===== config.mk =====
export PLATFORM = sky130hd
export DESIGN_NAME = mem_axi_arbiter
export DESIGN_NICKNAME = d
export VERILOG_FILES = /design/src/rtl/mem_arb_pkg.sv /design/src/rtl/mem_arb_pick.sv /design/src/rtl/mem_axi_arbiter.sv
export SDC_FILE = /design/constraint.sdc
export NUM_CORES = 1
export LEC_CHECK = 0
export ABC_AREA = 1
export BUFFER_PORTS_ARGS = -buffer_cell sky130_fd_sc_hd__buf_2
export CORE_MARGIN = 4
export CORE_UTILIZATION = 50
export DETAILED_ROUTE_END_ITERATION = 16
export PLACE_DENSITY = 0.85
export SLEW_MARGIN = 25
export SYNTH_ARGS = -nofsm -noshare
export SYNTH_HDL_FRONTEND = slang
export SYNTH_SLANG_ARGS = --single-unit

===== constraint.sdc =====
create_clock -name CLK -period 3.1 [get_ports CLK]
set_input_delay 0.31 -clock CLK [delete_from_list [all_inputs] [get_ports CLK]]
set_output_delay 0.31 -clock CLK [all_outputs]
set_load 0.02 [all_outputs]

===== src/rtl/mem_arb_pkg.sv =====
// Shared definitions for the two-port memory arbiter: FSM encoding and port ids.
package mem_arb_pkg;

  typedef enum logic [1:0] {
    S_IDLE  = 2'b00,
    S_GNT_I = 2'b01,
    S_GNT_D = 2'b11,
    S_RESP  = 2'b10
  } arb_state_e;

  localparam logic PORT_I = 1'b0;
  localparam logic PORT_D = 1'b1;

endpackage


===== src/rtl/mem_arb_pick.sv =====
// Combinational grant selector for the I/D ports.
// MEM_ARB_DPRIO_EN: port D always wins a tie; otherwise round-robin on last_gnt_i.
module mem_arb_pick
  import mem_arb_pkg::*;
(
  input  logic req_i_i,
  input  logic req_d_i,
  input  logic last_gnt_i,
  output logic gnt_vld_o,
  output logic gnt_id_o
);

  assign gnt_vld_o = req_i_i | req_d_i;

`ifdef MEM_ARB_DPRIO_EN
  logic unused_last_gnt;
  assign unused_last_gnt = last_gnt_i;
  assign gnt_id_o        = req_d_i ? PORT_D : PORT_I;
`else
  always_comb begin
    gnt_id_o = PORT_I;
    if (req_i_i && req_d_i) begin
      // The port that did not win last time takes the tie.
      gnt_id_o = (last_gnt_i == PORT_D) ? PORT_I : PORT_D;
    end else if (req_d_i) begin
      gnt_id_o = PORT_D;
    end
  end
`endif

endmodule


===== src/rtl/mem_axi_arbiter.sv =====
// Shares one AXI translator between the instruction-fetch (I) and load/store (D) ports.
// Tie policy is selected inside mem_arb_pick by MEM_ARB_DPRIO_EN.
module mem_axi_arbiter #(
  parameter int ADDR_W = 32,
  parameter int DATA_W = 32
) (
  input  logic              CLK,
  input  logic              RST_N,
  input  logic              I_RDEN,
  input  logic [ADDR_W-1:0] I_RADDR,
  output logic              I_RVALID,
  output logic [DATA_W-1:0] I_RDATA,
  output logic              I_BUSY,
  input  logic              D_RDEN,
  input  logic [ADDR_W-1:0] D_RADDR,
  input  logic              D_WREN,
  input  logic [ADDR_W-1:0] D_WADDR,
  input  logic [DATA_W-1:0] D_WDATA,
  output logic              D_RVALID,
  output logic [DATA_W-1:0] D_RDATA,
  output logic              D_WDONE,
  output logic              D_BUSY,
  output logic              M_RDEN,
  output logic [ADDR_W-1:0] M_RIADDR,
  input  logic              M_RVALID,
  input  logic [DATA_W-1:0] M_RDATA,
  output logic              M_WREN,
  output logic [ADDR_W-1:0] M_WADDR,
  output logic [DATA_W-1:0] M_WDATA,
  input  logic              M_LOADING
);

  import mem_arb_pkg::*;

  arb_state_e        state_q, state_d;
  logic              last_gnt_q, gnt_port_q;
  logic              op_rd_q, op_wr_q;
  logic              rden_q, wren_q;
  logic              rd_done_q, wr_done_q;
  logic              first_q;
  logic [ADDR_W-1:0] raddr_q, waddr_q;
  logic [DATA_W-1:0] wdata_q, i_rdata_q, d_rdata_q;

  logic d_req, gnt_vld, gnt_id;
  logic in_gnt, rd_hit, wr_hit, rd_fin, wr_fin, resp_i, resp_d;

  assign d_req  = D_RDEN | D_WREN;
  assign in_gnt = (state_q == S_GNT_I) || (state_q == S_GNT_D);
  assign rd_hit = rden_q & M_RVALID;
  // The translator's LOADING lags our enable by one cycle, so a write cannot finish in the first grant cycle.
  assign wr_hit = wren_q & ~first_q & ~M_LOADING;
  assign rd_fin = ~op_rd_q | rd_done_q | rd_hit;
  assign wr_fin = ~op_wr_q | wr_done_q | wr_hit;
  assign resp_i = (state_q == S_RESP) && (gnt_port_q == PORT_I);
  assign resp_d = (state_q == S_RESP) && (gnt_port_q == PORT_D);

  mem_arb_pick u_pick (
    .req_i_i    (I_RDEN),
    .req_d_i    (d_req),
    .last_gnt_i (last_gnt_q),
    .gnt_vld_o  (gnt_vld),
    .gnt_id_o   (gnt_id)
  );

  always_ff @(posedge CLK or negedge RST_N) begin
    if (!RST_N) state_q <= S_IDLE;
    else        state_q <= state_d;
  end

  always_comb begin
    state_d = state_q;
    case (state_q)
      S_IDLE:          if (gnt_vld) state_d = (gnt_id == PORT_D) ? S_GNT_D : S_GNT_I;
      S_GNT_I, S_GNT_D: if (rd_fin && wr_fin) state_d = S_RESP;
      S_RESP:          state_d = S_IDLE;
      default:         state_d = S_IDLE;
    endcase
  end

  always_comb begin
    I_RVALID = resp_i;
    D_RVALID = resp_d & op_rd_q;
    D_WDONE  = resp_d & op_wr_q;
    I_BUSY   = I_RDEN & ~resp_i;
    D_BUSY   = d_req & ~resp_d;
  end

  always_ff @(posedge CLK or negedge RST_N) begin
    if (!RST_N) begin
      last_gnt_q <= PORT_D;
      gnt_port_q <= PORT_I;
      op_rd_q    <= 1'b0;
      op_wr_q    <= 1'b0;
      rden_q     <= 1'b0;
      wren_q     <= 1'b0;
      rd_done_q  <= 1'b0;
      wr_done_q  <= 1'b0;
      first_q    <= 1'b0;
      raddr_q    <= '0;
      waddr_q    <= '0;
      wdata_q    <= '0;
      i_rdata_q  <= '0;
      d_rdata_q  <= '0;
    end else if (state_q == S_IDLE && gnt_vld) begin
      gnt_port_q <= gnt_id;
      first_q    <= 1'b1;
      rd_done_q  <= 1'b0;
      wr_done_q  <= 1'b0;
      if (gnt_id == PORT_I) begin
        op_rd_q <= 1'b1;
        op_wr_q <= 1'b0;
        rden_q  <= 1'b1;
        wren_q  <= 1'b0;
        raddr_q <= I_RADDR;
      end else begin
        op_rd_q <= D_RDEN;
        op_wr_q <= D_WREN;
        rden_q  <= D_RDEN;
        wren_q  <= D_WREN;
        raddr_q <= D_RADDR;
        waddr_q <= D_WADDR;
        wdata_q <= D_WDATA;
      end
    end else if (in_gnt) begin
      first_q <= 1'b0;
      if (rd_hit) begin
        rden_q    <= 1'b0;
        rd_done_q <= 1'b1;
        if (gnt_port_q == PORT_I) i_rdata_q <= M_RDATA;
        else                      d_rdata_q <= M_RDATA;
      end
      if (wr_hit) begin
        wren_q    <= 1'b0;
        wr_done_q <= 1'b1;
      end
    end else if (state_q == S_RESP) begin
      last_gnt_q <= gnt_port_q;
      rd_done_q  <= 1'b0;
      wr_done_q  <= 1'b0;
    end
  end

  assign M_RDEN   = rden_q;
  assign M_WREN   = wren_q;
  assign M_RIADDR = raddr_q;
  assign M_WADDR  = waddr_q;
  assign M_WDATA  = wdata_q;
  assign I_RDATA  = i_rdata_q;
  assign D_RDATA  = d_rdata_q;

endmodule

---- Yosys cells after proc, flatten, opt, wreduce, memory -nomap -nowiden ----
Index checks and enable logic that the tools add are counted.
cells by class
  equality and inequality tests ........... 7
  muxes and demuxes ....................... 25
  bitwise gates (word level) .............. 22
  reduce and logical (&&, ||, !) cells .... 21
operators by type and width
  cell                                                    count
  two-way mux 32 bit                                      1
  two-way mux 1 bit                                       20
  AND reduction 2 bit                                     6
  NOT 1 bit                                               9
  AND reduction 4 bit                                     2
  bitwise AND 1 bit                                       7
  two-way mux 2 bit                                       3
  inequality test 3 x 1 -> 1 bit (second input constant)  2
  bitwise OR 1 bit                                        6
  one-hot mux 2 bit (3 select lines)                      1
  nonzero test 2 bit                                      3
  logical AND 1 bit                                       5
  == test 2 bit (second input constant)                   2
  inequality test 2 bit (second input constant)           2
  AND reduction 3 bit                                     1
  nonzero test 3 bit                                      1
  == test 2 x 1 -> 1 bit (second input constant)          1
  logical NOT 2 bit                                       1
  OR reduction 2 bit                                      1
  logical OR 1 bit                                        1
storage, ports and cells
  bits in registers ....................... 171
  word-level logic and storage cells ...... 90

---- Logic depth before layout (Yosys ltp) ----
  word-level depth ........................ 7
  gate-level depth with buffers ........... 9
  mapped depth without buffers ............ 8

---- Cells and area by module ----
A second synthesis with hierarchy kept.
unflattened totals
  cell total of the unflattened synthesis .. 755
  area total of the unflattened synthesis .. 6830.3 um^2
by module, submodules not included
  module           instances  cells an instance  area an instance (um^2)  seq. area each (um^2)
  mem_axi_arbiter  1          752                6815.3                   4280.4
  mem_arb_pick     1          3                  15.0                     0.0

---- Worst setup path after synthesis ----
OpenSTA, ideal clock, no wires.
  path type ............................... reg-to-reg
  start ................................... reg last_gnt_q
  end ..................................... reg raddr_q[15], in the netlist M_RIADDR[15]
  setup time .............................. 0.126 ns
  data arrival time ....................... 1.225 ns
  required time ........................... 2.974 ns
  slack ................................... 1.749 ns
  stages on the path, launching flop included .. 8
  cells stage by stage .................... dfstp_2 > nand2_1 > nand2_1 > buf_4 > clkbuf_1 > nand2_1 > nand2_1 > o21ai_0
between the ends
  longest elaborated chain between the ends .. 3
ends and longest elaborated chain
  what                      RTL line                text
  start: declaration        mem_axi_arbiter.sv:36   logic last_gnt_q, gnt_port_q;
  start signal: assignment  mem_axi_arbiter.sv:137  last_gnt_q <= gnt_port_q;
  two-way mux 1 bit         mem_arb_pick.sv:24      gnt_id_o = (last_gnt_i == PORT_D) ? PORT_I : PORT_D;
  two-way mux 1 bit         mem_arb_pick.sv:22      if (req_i_i && req_d_i) begin
  two-way mux 32 bit        mem_axi_arbiter.sv:109  if (gnt_id == PORT_I) begin
  end signal: assignment    mem_axi_arbiter.sv:99   raddr_q <= '0;
  end signal: assignment    mem_axi_arbiter.sv:114  raddr_q <= I_RADDR;
  end signal: assignment    mem_axi_arbiter.sv:120  raddr_q <= D_RADDR;
  end: declaration          mem_axi_arbiter.sv:41   logic [ADDR_W-1:0] raddr_q, waddr_q;
Every way passes these cells.
A chain may end at the register's enable or synchronous reset.

---- Worst setup path after layout ----
  start ................................... reg state_q[0]
  end ..................................... reg wdata_q[19], in the netlist M_WDATA[19]
between the ends
  longest elaborated chain between the ends .. 3
ends and longest elaborated chain
  what                                  RTL line                text
  start: declaration                    mem_axi_arbiter.sv:35   arb_state_e state_q, state_d;
  start signal: assignment              mem_axi_arbiter.sv:67   else state_q <= state_d;
  logical NOT 2 bit                     mem_axi_arbiter.sv:104  end else if (state_q == S_IDLE && gnt_vld) begin
  logical AND 1 bit                     mem_axi_arbiter.sv:104
  AND reduction 2 bit (no source line)  n/a
  end signal: assignment                mem_axi_arbiter.sv:101  wdata_q <= '0;
  end signal: assignment                mem_axi_arbiter.sv:122  wdata_q <= D_WDATA;
  end: declaration                      mem_axi_arbiter.sv:42   logic [DATA_W-1:0] wdata_q, i_rdata_q, d_rdata_q;
Every way passes these cells.

==> impl_metrics.prom <==
# TYPE chip_impl_metric gauge
chip_impl_metric{name="worstPathBufferInverterCount",unit=""} 1
chip_impl_metric{name="drt_drc_violations_left",unit=""} 0
chip_impl_metric{name="place_hpwl",unit="µm"} 15750
chip_impl_info{name="worst_setup_path_start_kind",value="flop"} 1
chip_impl_metric{name="period_share",unit="%"} 66.95
chip_impl_info{name="run_status",value="completed"} 1
chip_impl_info{name="cp_top_family",value="simple AND/OR/NAND/NOR gates"} 1
chip_impl_metric{name="ys_warn_count",unit=""} 0
chip_impl_info{name="critical_path.most_common_cell",value="nand2_1"} 1
chip_impl_info{name="hold_start",value="D_WADDR[27]"} 1
chip_impl_metric{name="cts_made_buffers",unit=""} 17
chip_impl_metric{name="postLayoutSetupSlackWorst",unit="ns"} 1.025
chip_impl_metric{name="final.setup.tns",unit="ns"} 0
chip_impl_info{name="setup_repair_after_global_routing_missed_its_margin",value="false"} 1
chip_impl_metric{name="route.detailed.vias_per_inst",unit=""} 5.120
chip_impl_metric{name="final_hold_viols",unit=""} 0
chip_impl_metric{name="final_layout_size_suffix_gt1_share",unit="%"} 32.36
chip_impl_metric{name="die_y",unit="µm"} 128.4
chip_impl_metric{name="grt_first_pass_wirelength",unit="µm"} 34760
chip_impl_metric{name="diodes_inserted",unit=""} 0
chip_impl_metric{name="slowest_delay",unit="ns"} 0.49
chip_impl_metric{name="initial_utilization",unit="%"} 51.65
chip_impl_info{name="criticalPathCategory",value="flop to flop"} 1
chip_impl_info{name="layout_common_cells",value="377 x nand2_1, 332 x buf_2, 170 x dfrtp_1"} 1
chip_impl_metric{name="syn-instance-count",unit=""} 872
chip_impl_info{name="slowest_stage",value="nand2_2"} 1
chip_impl_info{name="clock-root-buffer",value="clkbuf_16"} 1
chip_impl_metric{name="largest_net_degree_at_the_start_of_global_routing",unit=""} 85
chip_impl_metric{name="postCtsHoldBufs",unit=""} 1
chip_impl_metric{name="drt-wirelength-per-cell",unit="µm"} 16.20
chip_impl_metric{name="flow.area_growth_from_synthesis",unit="%"} 32.29
chip_impl_metric{name="cts_max_path_buffers",unit=""} 2
chip_impl_metric{name="num_io_pins",unit=""} 334
chip_impl_metric{name="core",unit="µm²"} 14040
chip_impl_info{name="setup.worst_path.end_class",value="flop"} 1
chip_impl_metric{name="worstSkewPairLatency",unit="ns"} 0.42
chip_impl_info{name="critPathLaunch",value="state_q[0]$_DFFE_PN0P_"} 1
chip_impl_metric{name="post-place-ws",unit="ns"} 1.069
chip_impl_metric{name="power_density",unit="nW/µm²"} 1153
chip_impl_metric{name="timing.slew.headroom",unit="%"} 47.42
chip_impl_metric{name="final_antenna_net_count",unit=""} 0
chip_impl_metric{name="last_weighted_congestion_value_of_the_routability_driven_placer",unit=""} 0.8526
chip_impl_metric{name="h_tree_level_count",unit=""} 4
chip_impl_metric{name="timing_max_transition_violations_final",unit=""} 0
chip_impl_metric{name="syn_nets",unit=""} 1039
chip_impl_metric{name="max-vdd-ir-drop",unit="mV"} 0.5187
chip_impl_info{name="worstReg2RegStart",value="state_q[0]$_DFFE_PN0P_"} 1
chip_impl_metric{name="max_freq",unit="MHz"} 481.8
chip_impl_metric{name="critical_path_arrival",unit="ns"} 2.38
chip_impl_metric{name="route.vias.total",unit=""} 7045
chip_impl_metric{name="grt-ovfl-total",unit=""} 0
chip_impl_metric{name="cts_setup_buffers",unit=""} 0
chip_impl_metric{name="finalWorstPathRequiredPeriod",unit="ns"} 2.075
chip_impl_info{name="tritoncts",value="yes"} 1
chip_impl_metric{name="port-buffer-count",unit=""} 333
chip_impl_metric{name="power.leakage",unit="nW"} 5.632
chip_impl_metric{name="vias_in_the_first_global_route",unit=""} 6814
chip_impl_metric{name="post-synth-top-area-fraction",unit="%"} 58.65
chip_impl_info{name="synth.top_cells.by_area",value="dfrtp_1 59%, nand2_1 20%, nand3_1 7.0%"} 1
chip_impl_metric{name="rows",unit=""} 43
chip_impl_metric{name="cts.sinks",unit=""} 171
chip_impl_metric{name="critical_path_peak_fanout",unit=""} 30
chip_impl_info{name="holdCritPathClass",value="input pin to flop"} 1
chip_impl_metric{name="cts-resized-gates",unit=""} 0
chip_impl_metric{name="timing.critical_path.required",unit="ns"} 3.40
chip_impl_metric{name="drt_pass1_iterations",unit=""} 6
chip_impl_metric{name="cell_variety_after_synth",unit=""} 20
chip_impl_metric{name="number_of_antenna_violations_at_the_first_check_in_global_routing",unit=""} 0
chip_impl_metric{name="syn_area_per_cell",unit="µm²"} 8.318
chip_impl_metric{name="number_of_setup_violations_in_the_final_report",unit=""} 0
chip_impl_metric{name="finalNetCount",unit=""} 1350
chip_impl_metric{name="design.die.area",unit="µm²"} 16500
chip_impl_metric{name="max_cap_viol_count",unit=""} 0
chip_impl_metric{name="fillers",unit=""} 1148
chip_impl_metric{name="clkSlewWorstSetupHoldPaths",unit="ns"} 0.06
chip_impl_metric{name="synth_area",unit="µm²"} 7253
chip_impl_info{name="synth.largest_area_cell",value="dfrtp_1"} 1
chip_impl_metric{name="fp.dieW",unit="µm"} 128.4
chip_impl_metric{name="worst_slew_pin_slew",unit="ns"} 0.7886
chip_impl_metric{name="routed_wirelength",unit="µm"} 22290
chip_impl_metric{name="first_iter_violations",unit=""} 623
chip_impl_info{name="path_cells",value="nor2_4, nand2_2, buf_4, nand2_1, nand2_1"} 1
chip_impl_metric{name="ys_seq_elements",unit=""} 171
chip_impl_metric{name="grt_util_all_layers",unit="%"} 26.88
chip_impl_metric{name="final.setup_skew",unit="ns"} 0.007298
chip_impl_metric{name="synth-seq-area-share",unit="%"} 59.01
chip_impl_info{name="mostFrequentLayoutCell",value="nand2_1"} 1
chip_impl_metric{name="power.total",unit="mW"} 11.06
## cell families (layout without fill, tap and decap cells)
kind of cell           count (synthesis)  in the layout  synth area share [%]
and+or+nand+nor                      555            555                 31.76
buffers and inverters                106            430                 6.434
DFF                                  171            171                 59.01
AOI/OAI and AO/OA                     40             40                 2.795
## final timing paths
| path | endpoint | slack (ns) | cells past startpoint |
|---|---|---|---|
| max in group asynchronous | M_WDATA[19]$_DFFE_PN0P_ | 1.75 | 3 |
| worst max-delay path | M_WDATA[19]$_DFFE_PN0P_ | 1.02 | 5 |
| min in group asynchronous | M_WDATA[12]$_DFFE_PN0P_ | 0.48 | 2 |
| worst max register to register | M_WDATA[19]$_DFFE_PN0P_ | 1.02 | 5 |
| worst min-delay path | M_WADDR[27]$_DFFE_PN0P_ | 0.11 | 3 |
| worst min register to register | I_RDATA[11]$_DFFE_PN0P_ | 0.47 | 2 |
## worst register-to-register path, delay by kind of cell (launching register included)
kind	cells	cell delay (ns)
buffers and inverters	1	0.39
flip-flops	1	0.47
AND/OR/NAND/NOR	4	1.11
## per-stage QoR
step	hold WS [ns]	utilization [%]	instance area (µm²)	std cells
CTS	0.09533	68.33	9595	1376
global route	0.09621	68.33	9595	1376
floorplan	0.01441	-	7253	872
global placement	0.4094	64.15	9009	1343
detailed placement	0.4177	64.15	9009	1343
finish	0.1095	68.33	9595	1376
## synthesized netlist by cell type
cell type    n
clkinv_1     1
inv_2        1
nand2_2      1
buf_4        6
nor2_2       1
dfrtp_1    170
inv_1       45
o21ai_0     19
nand3_1    102
clkinv_2     1
buf_1        2
nand2_1    379
dfstp_2      1
buf_2       36
o21ai_1     20
clkbuf_1    14
nand4_1     32
nor2_4       1
o211ai_1     1
nor2_1      39
## power by group
group	internal, mW	switching (mW)
clock	1.20	0.866
sequential	3.32	0.641
combinational	1.52	3.52
total	6.03	5.03
## registers in the layout, summed over array words and instances (netlist names)
| name | cells |
|---|---|
| M_WADDR | 32 |
| D_RDATA | 32 |
| op_rd_q | 1 |
| state_q | 2 |
| wr_done_q | 1 |
| M_RDEN | 1 |
| gnt_port_q | 1 |
| M_RIADDR | 32 |
| I_RDATA | 32 |
| last_gnt_q | 1 |
| M_WDATA | 32 |
| M_WREN | 1 |
| op_wr_q | 1 |
| rd_done_q | 1 |
| first_q | 1 |
## layer usage
layer / share of wire (%) / GRT usage, %
met2: 52 / 46.34
met5: 0 / 0
met1: 37 / 32.79
met3: 8.6 / 7.140
met4: 2.0 / 9.176
## layout make-up
class                   count  area, µm²  area share, %
repair buffers            350       1815          18.92
multi-input cells         595       2516          26.22
clock buffers              24      491.7          5.125
well taps                 180      225.2          2.347
clock inverters             8      85.08         0.8867
flip-flops and latches    171       4280          44.61
inverters                  48      181.4          1.891
(Power assumes the default switching activity.)
